`src/rtl/serial_add_ctrl.sv`:
```
// Bit-serial WIDTH-bit adder: one shared full adder, LSB first,
// with the carry held in a flop between bit positions.
module full_adder (
    input  logic a,
    input  logic b,
    input  logic c,
    output logic Sum,
    output logic Carry
);
    assign Sum   = a ^ b ^ c;
    assign Carry = (a & b) | (a & c) | (b & c);
endmodule

module serial_add_ctrl #(
    parameter int WIDTH = 8
) (
    input  logic             clk,
    input  logic             rst,
    input  logic             start,
    input  logic [WIDTH-1:0] a_in,
    input  logic [WIDTH-1:0] b_in,
    input  logic             cin,
    output logic             busy,
    output logic             done,
    output logic [WIDTH-1:0] sum_out,
    output logic             cout
);
    localparam int CW = $clog2(WIDTH + 1);
    localparam logic [CW-1:0] LAST = CW'(WIDTH - 1);

    typedef enum logic [1:0] {
        IDLE = 2'd0,
        RUN  = 2'd1,
        DONE = 2'd2
    } state_t;

    state_t state, state_nxt;

    logic [WIDTH-1:0] a_sh, b_sh, s_sh;
    logic [CW-1:0]    cnt;
    logic             carry;
    logic             load, last;
    logic             fa_sum, fa_carry;

    // The sum register's LSB is shifted out and never read back.
    logic s_sh_unused;
    assign s_sh_unused = s_sh[0];

    full_adder u_fa (
        .a    (a_sh[0]),
        .b    (b_sh[0]),
        .c    (carry),
        .Sum  (fa_sum),
        .Carry(fa_carry)
    );

    always_comb begin
        state_nxt = state;
        load      = 1'b0;
        last      = 1'b0;
        unique case (state)
            IDLE: begin
                if (start) begin
                    state_nxt = RUN;
                    load      = 1'b1;
                end
            end
            RUN: begin
                if (cnt == LAST) begin
                    state_nxt = DONE;
                    last      = 1'b1;
                end
            end
            DONE: begin
                if (start) begin
                    state_nxt = RUN;
                    load      = 1'b1;
                end else begin
                    state_nxt = IDLE;
                end
            end
            default: state_nxt = IDLE;
        endcase
    end

    always_ff @(posedge clk) begin
        if (rst) begin
            state   <= IDLE;
            busy    <= 1'b0;
            done    <= 1'b0;
            sum_out <= '0;
            cout    <= 1'b0;
            a_sh    <= '0;
            b_sh    <= '0;
            s_sh    <= '0;
            carry   <= 1'b0;
            cnt     <= '0;
        end else begin
            state <= state_nxt;
            busy  <= (state_nxt == RUN);
            done  <= (state_nxt == DONE);
            if (load) begin
                a_sh  <= a_in;
                b_sh  <= b_in;
                carry <= cin;
                cnt   <= '0;
            end else if (state == RUN) begin
                s_sh  <= {fa_sum, s_sh[WIDTH-1:1]};
                carry <= fa_carry;
                a_sh  <= {1'b0, a_sh[WIDTH-1:1]};
                b_sh  <= {1'b0, b_sh[WIDTH-1:1]};
                cnt   <= cnt + 1'b1;
            end
            if (last) begin
                sum_out <= {fa_sum, s_sh[WIDTH-1:1]};
                cout    <= fa_carry;
            end
        end
    end
endmodule

```
`config.mk`:
```
export PLATFORM = sky130hd
export DESIGN_NAME = serial_add_ctrl
export DESIGN_NICKNAME = d
export VERILOG_FILES = /design/src/rtl/serial_add_ctrl.sv
export SDC_FILE = /design/constraint.sdc
export NUM_CORES = 1
export LEC_CHECK = 0
export ABC_CLOCK_PERIOD_IN_PS = 2800
export CAP_MARGIN = 10
export CORE_MARGIN = 3
export CORE_UTILIZATION = 50
export DETAILED_ROUTE_END_ITERATION = 8
export HOLD_SLACK_MARGIN = 0.02
export PLACE_DENSITY = 0.82
export SETUP_SLACK_MARGIN = 0.5
export SLEW_MARGIN = 15
export SYNTH_ARGS = -nofsm -noshare
export SYNTH_HDL_FRONTEND = slang
export SYNTH_SLANG_ARGS = --single-unit
```
`constraint.sdc`:
```
create_clock -name clk -period 2.8 [get_ports clk]
set_input_delay 0.28 -clock clk [delete_from_list [all_inputs] [get_ports clk]]
set_output_delay 0.28 -clock clk [all_outputs]
set_load 0.05 [all_outputs]
```
==> impl_results.md, run 1 <==
* Yosys cell types at 24
* XOR/XNOR Fraction of Synth Area at roughly 1.0%
* Clk buf depth at 2
* Initial DRC count at 73
* H-tree depth at 2
* Total CTS buffers at 5
* Post-synthesis adder-cell area fraction at 1.88%
* #FFs+latches synth at 41
* Crit Path Category: reg -> reg
* Fmax achieved at 535 MHz
* Area leader, netlist: dfxtp_1
* Via count at 1,376
* Placed insts at 254
* Final GP Congestion at about 0.7
* Leakage at approximately 0.7 nW
* Layout area overhead at 23.0%
* Startpoint types: register
* Synth Area in Simple Gates at 24.9%
* Vias in the first global route at 1,289
* GRT Util Overall at 17.7%
* Largest family of logic cells by synthesized area: simple AND/OR/NAND/NOR gates
* Die Ht at 64.8 um
* Most frequent cells in the layout: nand2_1, dfxtp_1, clkdlybuf4s50_1
* Minimum clock period at 1.87 ns
* Final setup TNS at 0 ns
* Remaining Overflow, GRT at 0
* Hold buffer count at cts at 0
* # resized after CTS at 0
* Post-Syn Nets at between 200 and 250
* CTS tree: built
* CORE AREA at 3180 um2
* Detailed Routing Iterations Pass 1 at 4
* Antenna-violating nets left at 0
* Seq/Total Area, Yosys at 47.5%
* Max FO, Critical Path at 29
* Syn Inst Count at 191
* Routed WL at between 3000 and 4000 um
* IR drop worst, VDD at around 390 uV
* Clk root buf: clkbuf_4
* Tcrit/Tclk final at 66.8%
* Power density over the cells at 582 nW/um2
* Clock transition at the registers of the reported paths at 0.12 ns
* Synth Area in Compound Gates at between 10% and 20%
* Wire length per cell at 13.0 um
* DIE AREA at about 4200 um2
* Worst path required time at ~3 ns
* Synth warnings at 0
* Measured slew at the worst slew-check pin at ~1.1 ns
* Skew-Pair Late Insertion Delay at 0.36 ns
* CP arrival at 2.16 ns
* Share of layout cells above drive strength 1 at 8.72%
* Final setup vio count at 0
* Fin cells at 262
* Post-CTS setup buffer count at 0
* Via density at between 5 and 6
* Die Width at 64.8 um
* Clk sink count at 41
* Initial antenna violation count at 0
* Largest net degree at the start of global routing at 48
* Final Hold Viols at 0
* Synth top area share at between 40% and 50%
* Rel. slew slack at 24.7%
* Kind of end point of the critical path: register
* Post-route DRC at 0
* Skew final at 0.0107 ns
* Hpwl dp at between 2000 and 2500 um
* Status: finished, final reports clean
* First-pass GRT wire length at 5800 um
* Slew Limit Fails at 0
* RSZ-0062 raised after global routing: no
* Standard-cell rows at 20
* Hold Crit Class: in -> reg
* Syn_area_per_cell at about 9 um2
* Final net count at 239
* Initial Util at 54.3%
* Mux contribution to synthesized area at approximately 5.8%
* Max-Cap Viols at 0
* # diodes at 0
* IO Count at 31
* Largest cells by area after synthesis: dfxtp_1, nand2_1, nand2b_1
* Mapped cell area at 1730 um2
* I/O Buffers at 30
==> synthesized netlist by cell type (all sizes together) <==
library cell  count
nand2            41
nand3b            2
xor2              1
or3               1
a21oi            14
dfxtp            41
fa                1
a22oi             3
nor3              3
nand3             5
nand2b           21
nor2             17
xnor2             1
nor2b             2
mux2i            10
clkbuf            2
buf              12
a311oi           12
o21ai             1
ha                1
==> layer usage <==
metal  track usage (%)  routed length (um)  up-vias
li1                  -                   -      695
met1              22.6                1480      642
met2              28.6                1680       32
met3              4.68                 188        7
met4              6.33                  53        0
met5                 0                   0        -
==> area by class of cell <==
| class | count | area [um2] |
|---|---|---|
| Clock buffer | 5 | 37.5 |
| Timing Repair Buffer | 33 | 323 |
| Sequential cell | 41 | 821 |
| Multi-Input combinational cell | 136 | 823 |
| Tap cell | 44 | 55.1 |
| Fill cell | 264 | 1050 |
| Clock inverter | 3 | 65.1 |
==> worst paths after layout <==
| kind | startpoint | endpoint | slack [ns] | cells past startpoint |
|---|---|---|---|---|
| hold / removal | a_in[7] | a_sh[7] | 0.47 | 3 |
| setup reg to reg | state[1] | sum_out[0] | 0.93 | 3 |
| hold reg to reg | s_sh[1] | s_sh[1] | 0.47 | 2 |
| setup / recovery | state[1] | sum_out[0] | 0.93 | 3 |
==> sequential cells by signal (all words and copies together), names as in the netlist <==
| name | count |
|---|---|
| a_sh | 8 |
| b_sh | 8 |
| sum_out | 8 |
| s_sh | 7 |
| cnt | 4 |
| state | 2 |
| busy | 1 |
| carry | 1 |
| cout | 1 |
| done | 1 |
==> metrics by stage <==
| step | setup slack, ns | cell area, um2 | power, mW | hold WS (ns) | utilization [%] |
|---|---|---|---|---|---|
| 6_report | 0.929 | 2120 | 1.24 | 0.471 | 66.9 |
| 5_1_grt | 0.762 | 2120 | 1.28 | 0.491 | 66.9 |
| 4_1_cts | 0.946 | 2120 | 1.24 | 0.472 | 66.9 |
| 3_5_place_dp | 0.977 | 2020 | 0.777 | 0.455 | 63.6 |
| 3_3_place_gp | 1.08 | 2020 | 0.770 | 0.449 | 63.6 |
| 2_1_floorplan | 1.59 | 1730 | 0.734 | 0.416 | - |
==> kinds of logic after synthesis <==
kind of cell | after synthesis
buf+inv | 14
compound gates | 30
simple gates | 92
fa+ha+maj | 2
mux | 10
flops | 41
xor+xnor | 2
==> worst max-delay path: stages (launching register included) <==
cell      delay [ns]
dfxtp_1         0.35
nand2b_1        0.67
nor2_4          0.55
mux2i_1         0.23
==> report_power, final <==
group / leakage (nW) / internal (mW) / switching (mW)
clock: 0.0552 / 0.276 / 0.196
sequential: 0.335 / 0.609 / 0.0156
combinational: 0.323 / 0.0635 / 0.0750
total: 0.713 / 0.949 / 0.287
(Power assumes the default switching activity.)
==> run 2: changes to the inputs <==
- ABC_CLOCK_PERIOD_IN_PS: 2800 -> 2000
- clock period: 2.8 -> 2 ns (I/O delays scaled with it)
==> impl_results.md, run 2 (synthesis results as in run 1) <==
* Critical Path, Cell by Cell: dlygate4sd2_1
* CP arrival at about 1.3 ns
* RSZ-0062 raised after global routing: no
* Post-route DRC at 0
* Worst hold endpoint: a_sh[7]
* Worst path required time at 1.80 ns
* Max FO, Critical Path at 2
* H-tree depth at 2
* R2r setup slk at 0.62 ns
* Top Registers: a_sh (8), b_sh (8), sum_out (8)
* Initial antenna violation count at 0
* Worst reg2reg startpoint: cnt[0]
* Clk sink count at 41
* Worst Reg-to-Reg Cells at 5
* Antenna-violating nets left at 0
* Vias in the first global route at around 1,400
* Hold buffer count at cts at 0
* DIE AREA at 4190 um2
* Skew final at 0.00746 ns
* Final GP Congestion at 0.779
* Rel. slew slack at 66.9%
* # diodes at 0
* Die Width at 64.8 um
* Total CTS buffers at 5
* CORE AREA at 3180 um2
* Tcrit/Tclk final at 72.3%
* IO Count at 31
* Standard-cell rows at 20
* I/O Buffers at 30
* Layout area overhead at 23.0%
* Routed WL at around 3400 um
* Clk buf depth at 2
* Detailed Routing Iterations Pass 1 at 4
* Skew-Pair Late Insertion Delay at ~0.35 ns
* Largest net degree at the start of global routing at 40
* Remaining Overflow, GRT at 0
* Initial DRC count at 70
* Leakage at 0.769 nW
* Clk root buf: clkbuf_4
* Measured slew at the worst slew-check pin at roughly 0.5 ns
* Max stage delay on crit path at 0.54 ns
* Via density at 5.32
* First-pass GRT wire length at 6010 um
* Via count at 1,411
* Share of layout cells above drive strength 1 at 9.50%
* Power density over the cells at 706 nW/um2
* Status: finished, final reports clean
* Critical-path top delay cell: dlygate4sd2_1
* Minimum clock period at 1.45 ns
* Hold Path Depth at 3
* Startpoint types: register
* GRT Util Overall at 18.6%
* Final setup TNS at 0 ns
* Buf/Inv on CP at 1
* CTS tree: built
* Final Hold Viols at 0
* Die Ht at 64.8 um
* Crit Path Category: reg -> out
* Fin util at 66.8%
* Top Family by Delay on Critical Path: buffers and inverters
* Hold_sp: a_in[7]
* IR drop worst, VDD at 490 uV
* Hpwl dp at around 2400 um
* Hold Crit Class: in -> reg
* Wire length per cell at between 10 and 15 um
* Slew Limit Fails at 0
* Max-Cap Viols at 0
* Kind of end point of the critical path: primary output
* Initial Util at 54.3%
* End of the worst register-to-register path: sum_out[7]
* Clock transition at the registers of the reported paths at 0.11 ns
* Final net count at about 240
* Most frequent cells in the layout: nand2_1, dfxtp_1, nand2b_1
* Fmax achieved at 692 MHz
* Final setup vio count at 0
==> run 2: cell count changes in the layout (fill, tap and decap cells not counted), sizes merged <==
cell,change
clkdlybuf4s50,-11
dlygate4sd2,+11
buf,+4
bufinv,-2
clkbuf,+2
clkinv,-1
==> run 2: area by class of cell <==
type                       count  area, um2
clock buffer                   7       55.1
timing repair buffer          37        364
multi-input combinational    136        828
fill                         276       1050
sequential                    41        821
tap                           44       55.1
==> run 2: metal layers <==
layer | global-route usage, % | part of all wire [%] | vias up
met3 | 5.03 | 4.4 | 11
met2 | 31.2 | 53 | 29
li1 | - | - | 703
met1 | 21.2 | 40 | 668
met4 | 10.6 | 2.7 | 0
met5 | 0 | 0 | -
==> run 2: how the worst max path moves through the flow <==
| stage | from | to | cells after the start |
|---|---|---|---|
| after floorplan | cnt[0] | cout | 4 |
| after global placement | start | b_sh[7] | 4 |
| after detailed placement | start | b_sh[7] | 4 |
| after CTS | state[0] | a_sh[5] | 4 |
| after global routing | sum_out[4] | sum_out[4] | 1 |
| final | sum_out[2] | sum_out[2] | 1 |
==> run 2: power breakdown <==
| part | total (mW) | switching (mW) | leakage [nW] | internal [mW] |
|---|---|---|---|---|
| combinational | 0.204 | 0.106 | 0.403 | 0.0981 |
| sequential | 0.875 | 0.0221 | 0.335 | 0.853 |
| clock | 0.420 | 0.254 | 0.0314 | 0.166 |
==> run 2: repair_timing <==
item / in CTS / in global routing
resized for setup: 11 / 1
endpoints found under the setup margin: 11 / 18
endpoints found under the hold margin: 0 / 0
pin swaps: 0 / 1
setup buffers: 0 / 1
==> run 2: per-stage QoR <==
| step | worst slack (ns) | instances | cell area (um2) | hold slack [ns] | power [mW] |
|---|---|---|---|---|---|
| after floorplan | 0.791 | 191 | 1730 | 0.336 | 1.03 |
| after global routing | 0.516 | 265 | 2120 | 0.433 | 1.57 |
| after CTS | 0.521 | 264 | 2100 | 0.408 | 1.51 |
| final | 0.555 | 265 | 2120 | 0.413 | 1.50 |
| after detailed placement | 0.517 | 257 | 2060 | 0.462 | 1.10 |
| after global placement | 0.553 | 257 | 2060 | 0.445 | 1.09 |
==> run 2: worst reg2reg max path, cell delays in order (launching register included) <==
cell and delay [ns]:
dfxtp_1 0.40, ha_1 0.18, nand3b_1 0.19, nor2_4 0.21, buf_12 0.15, mux2i_1 0.18
